===== config.mk =====
export PLATFORM = sky130hd
export DESIGN_NAME = led_sequencer
export DESIGN_NICKNAME = d
export VERILOG_FILES = /design/src/rtl/led_sequencer.sv
export SDC_FILE = /design/constraint.sdc
export NUM_CORES = 1
export LEC_CHECK = 0
export BUFFER_PORTS_ARGS = -buffer_cell sky130_fd_sc_hd__buf_4
export CORE_ASPECT_RATIO = 1.25
export CORE_UTILIZATION = 59
export DETAILED_ROUTE_END_ITERATION = 10
export PLACE_DENSITY_LB_ADDON = 0.3
export SLEW_MARGIN = 15
export SYNTH_ARGS = -nofsm -noshare
export SYNTH_HDL_FRONTEND = slang
export SYNTH_SLANG_ARGS = --single-unit

===== constraint.sdc =====
create_clock -name clk -period 2.3 [get_ports clk]
set_input_delay 0.115 -clock clk [delete_from_list [all_inputs] [get_ports clk]]
set_output_delay 0.115 -clock clk [all_outputs]
set_load 0.005 [all_outputs]

===== src/rtl/led_sequencer.sv =====
// led_sequencer: prescaled LED pattern generator for the board LED bank.
// A free-running prescaler produces a step tick; on each tick a position
// register walks down, walks up, bounces or fills according to 'mode'.
// The LED bank and the step strobe are both registered and change together.
// The mode sampled on a tick only steers that tick's position and LED
// update, so no separate copy of it is kept between ticks.
module led_sequencer #(
  parameter int N_LEDS        = 8,
  parameter int PRESCALE_BITS = 23
) (
  input  logic              clk,
  input  logic              rst,
  input  logic              en,
  input  logic [1:0]        mode,
  output logic [N_LEDS-1:0] LED,
  output logic              step
);

  localparam int PW = (N_LEDS > 1) ? $clog2(N_LEDS) : 1;
  localparam logic [PW-1:0] LAST    = PW'(N_LEDS - 1);
  localparam logic [PW-1:0] POS_ONE = PW'(1);
  localparam logic [PRESCALE_BITS-1:0] CNT_ONE = PRESCALE_BITS'(1);
  localparam logic [N_LEDS-1:0] RESET_LED = {1'b1, {(N_LEDS-1){1'b0}}};

  typedef enum logic [1:0] {
    MODE_DOWN   = 2'd0,
    MODE_UP     = 2'd1,
    MODE_BOUNCE = 2'd2,
    MODE_FILL   = 2'd3
  } mode_t;

  logic [PRESCALE_BITS-1:0] cnt;
  logic [PW-1:0]            pos;
  logic                     dir;
  logic                     tick;
  logic [PW-1:0]            posNext;
  logic                     dirNext;
  logic [N_LEDS-1:0]        pattern;
  mode_t                    modeSel;

  assign tick    = en && (cnt == '1);
  assign modeSel = mode_t'(mode);

  // Next position and direction; wrap is explicit so non-power-of-two banks work.
  always_comb begin
    posNext = pos;
    dirNext = dir;
    case (modeSel)
      MODE_DOWN: begin
        posNext = (pos == '0) ? LAST : pos - POS_ONE;
        dirNext = 1'b0;
      end
      MODE_UP, MODE_FILL: begin
        posNext = (pos == LAST) ? '0 : pos + POS_ONE;
        dirNext = 1'b1;
      end
      MODE_BOUNCE: begin
        if (dir) begin
          if (pos == LAST) begin
            posNext = pos - POS_ONE;
            dirNext = 1'b0;
          end else begin
            posNext = pos + POS_ONE;
          end
        end else begin
          if (pos == '0) begin
            posNext = pos + POS_ONE;
            dirNext = 1'b1;
          end else begin
            posNext = pos - POS_ONE;
          end
        end
      end
      default: begin
        posNext = pos;
        dirNext = dir;
      end
    endcase
  end

  // LED image for the next position: thermometer in fill mode, one-hot otherwise.
  always_comb begin
    pattern = '0;
    for (int i = 0; i < N_LEDS; i++) begin
      if (modeSel == MODE_FILL) begin
        pattern[i] = (i <= int'(posNext));
      end else begin
        pattern[i] = (i == int'(posNext));
      end
    end
  end

  // Prescaler, sequencer state and registered outputs; reset wins over enable and tick.
  always_ff @(posedge clk) begin
    if (rst) begin
      cnt  <= '0;
      pos  <= LAST;
      dir  <= 1'b0;
      LED  <= RESET_LED;
      step <= 1'b0;
    end else begin
      step <= tick;
      if (en) begin
        cnt <= cnt + CNT_ONE;
      end
      if (tick) begin
        pos <= posNext;
        dir <= dirNext;
        LED <= pattern;
      end
    end
  end

endmodule

==> flow_summary.toml <==
[worst_setup_path]
crit_required_ns = 2.54
crit_family = "compound AO/OA/AOI/OAI gates"
crit_path_top_delay_cell = "a21oi_1"
end_kind = "register"
timing.rr.end = "LED[7]$_SDFFE_PP1P_"
r2r_cells = 7
crit_path_start_kind = "register"
critical_path_arrival_ns = 2.42
crit_path_cell_trace = "inv_1 -> ha_1 -> nor4bb_1 -> nor3_1 -> a21oi_1 -> nor2_1 -> a221o_1"
cp.depth = 7
r2r_slack_ns = 0.13
r2r-start = "pos[0]$_SDFFE_PP1P_"
critical_path_buf_inv_count = 1
path_max_fanout = 6
max_stage_delay_ns = 0.43
criticalPathCategory = "register to register"

[worst_hold_path]
hold_path_class = "primary input to register"
hold_depth = 3
hold_end = "cnt[0]$_SDFFE_PP0P_"
hold_start = "en"

[yosys]
yosys.area_share.simple = 0.320
synthAdderAreaFrac = 0.0339
yosysSeqAreaShare = 0.390
avgSynthCellArea_um2 = 8.68
synth-edff-count = 0
synth_top_family_by_area = "simple AND/OR/NAND/NOR gates"
synth_flop_cell = "dfxtp_1"
async_flop_share = 0
ys_seq_elements = 36
synth_area_um2 = 1850
syn_nets = 223
syn_inst = 213
yosys.area_share.xor_xnor = 0.0995
synth.area.mux_share = 0.00542
synth_cell_types = 50
ys_warn_count = 0
synth_compound_area_frac = 0.116

[timing]
worst_slew_pin_slew_ns = 0.594
setup_violations = 0
fmax_mhz = 460
period_needed_ns = 2.17
fin_crit_sh = 0.945
setup_tns_ns = 0
relSlewSlack = 0.601
rsz0062_at_grt = "no"
finClkSkew_ns = 0.0153
report.final.slew_viol_count = 0
finalHoldViolCount = 0

[floorplanning]
row_count = 22
die_w_um = 52.1
io_pins = 14
fp.dieH_um = 64.6
initial_utilization = 0.627
die-area_um2 = 3360
core-area_um2 = 2950

[place]
dpl_cell_area_um2 = 1970
gp_congestion = 0.850
port_buffers = 13
dp_hpwl_mm = 2.84

[detailed_routing]
num_vias = 1565
wl_per_cell_um = 14.7
drt-total-wl_mm = 3.87
drt-initial-drc-count = 64
dr.pass1.iters = 4
vias_per_cell = 5.95
ant_nets = 0
route.detailed.drc = 0

[global_route]
grt_pass1_wl_mm = 6.33
antenna_found_initial = 0
grt.total_usage = 0.250
grt_pass1_vias = 1511
grt_max_degree = 38
grt_overflow = 0

[layout]
multi_input_area_um2 = 1080
nNetsFinal = 236
syn_to_final_growth_pct = 11.7
n_antenna_cell = 0
design_area_um2 = 2060
nFillCells = 255
regArea_um2 = 721
drive_gt1_frac = 0.154

[pwr]
irDropWorstVdd_uv = 442
leakage_nw = 0.805
p_total_mw = 1.12
p_per_area_nw_per_um2 = 543

[clocking]
holdBufCountCts = 0
clkTransAtPathRegs_ns = 0.11
cts-buffers-inserted = 5
ctsResizeCount = 0
cts_root_buffer = "clkbuf_4"
post_cts_buffers = 0
cts_tree = "yes"
cts_max_level = 2
clkLatencyLatePin_ns = 0.34
cts.sinks = 36
clk_path_buf_depth = 2

[run]
drv_cap = 0

[outcome]
status = "complete, no violations"
## layout by cell type (no fill, tap or decap), types with 2 or more instances in the layout
cell	instances
dfxtp_1	36
nor2_1	31
buf_4	16
xor2_1	14
nand2_1	11
nand4_1	9
nand3_1	9
a21oi_1	8
xnor2_1	7
inv_1	6
nand2b_1	6
and3_1	5
ha_1	5
clkbuf_4	5
and2_1	4
nor3_1	4
nor3_2	3
nand3b_1	3
nor4_2	3
a211o_1	3
nor4bb_1	2
o21ai_0	2
nand4_2	2
o21ai_1	2
o31ai_1	2
nor4_1	2
## worst max-delay path by stage
stage	from	to	slack (ns)
6_report	pos[0]$_SDFFE_PP1P_	LED[7]$_SDFFE_PP1P_	0.13
4_1_cts	pos[0]$_SDFFE_PP1P_	LED[1]$_SDFFE_PP0P_	0.11
5_1_grt	pos[1]$_SDFFE_PP1P_	LED[7]$_SDFFE_PP1P_	0.0004
2_1_floorplan	pos[0]$_SDFFE_PP1P_	LED[1]$_SDFFE_PP0P_	0.41
3_5_place_dp	pos[0]$_SDFFE_PP1P_	LED[1]$_SDFFE_PP0P_	0.13
3_3_place_gp	pos[0]$_SDFFE_PP1P_	LED[1]$_SDFFE_PP0P_	0.24
## flip-flops by register name, summed over array words and instances, names as in the netlist
register and cells:
cnt 23, LED 8, pos 3, dir 1, step 1
## layout make-up
cell class                      instances  share of cell area
Clock buffer                            5              0.0182
Clock inverter                          3              0.0206
Inverter                                6              0.0109
Multi-Input combinational cell        161               0.521
Sequential cell                        36               0.349
Tap cell                               36              0.0218
Timing Repair Buffer                   16              0.0582
## Yosys cell counts (all sizes together) (6+ instances only)
| library cell | number | area share |
|---|---|---|
| inv | 6 | 0.012 |
| nor3 | 7 | 0.027 |
| nand2b | 6 | 0.020 |
| nor2 | 31 | 0.063 |
| xor2 | 14 | 0.066 |
| nand4 | 11 | 0.044 |
| xnor2 | 7 | 0.033 |
| a21oi | 8 | 0.022 |
| clkbuf | 6 | 0.012 |
| nand3 | 9 | 0.024 |
| dfxtp | 36 | 0.39 |
| nand2 | 11 | 0.022 |
## per-layer routing
metal  up-vias  part of all wire  GRT usage
li1        782                 -          -
met1       743              0.39      0.250
met2        32              0.56      0.478
met3         8             0.035     0.0587
met4         0             0.014     0.0912
met5         -                 0          0
## tightest hold or removal path: stages
cell	delay, ns
buf_4	0.13
xnor2_1	0.07
nor2_1	0.07
## metrics by stage
step	util	setup slack, ns	hold WS (ns)	std cells
final	0.701	0.126	0.0699	263
after global routing	0.701	0.000413	0.0688	263
after CTS	0.696	0.108	0.0628	263
after detailed placement	0.669	0.134	0.426	255
after global placement	0.669	0.244	0.410	255
after floorplan	-	0.412	0.399	213
## power by group
| group | internal, mW | switching (mW) |
|---|---|---|
| combinational | 0.0173 | 0.0308 |
| clock | 0.227 | 0.215 |
| sequential | 0.627 | 0.00418 |
## cells by family after synthesis
kind of cell / count (synthesis)
compound gates: 30
xor+xnor: 21
fa+ha+maj: 5
buf+inv: 16
flops: 36
mux: 1
simple gates: 104
No activity file was read; power rests on OpenSTA's default activity.
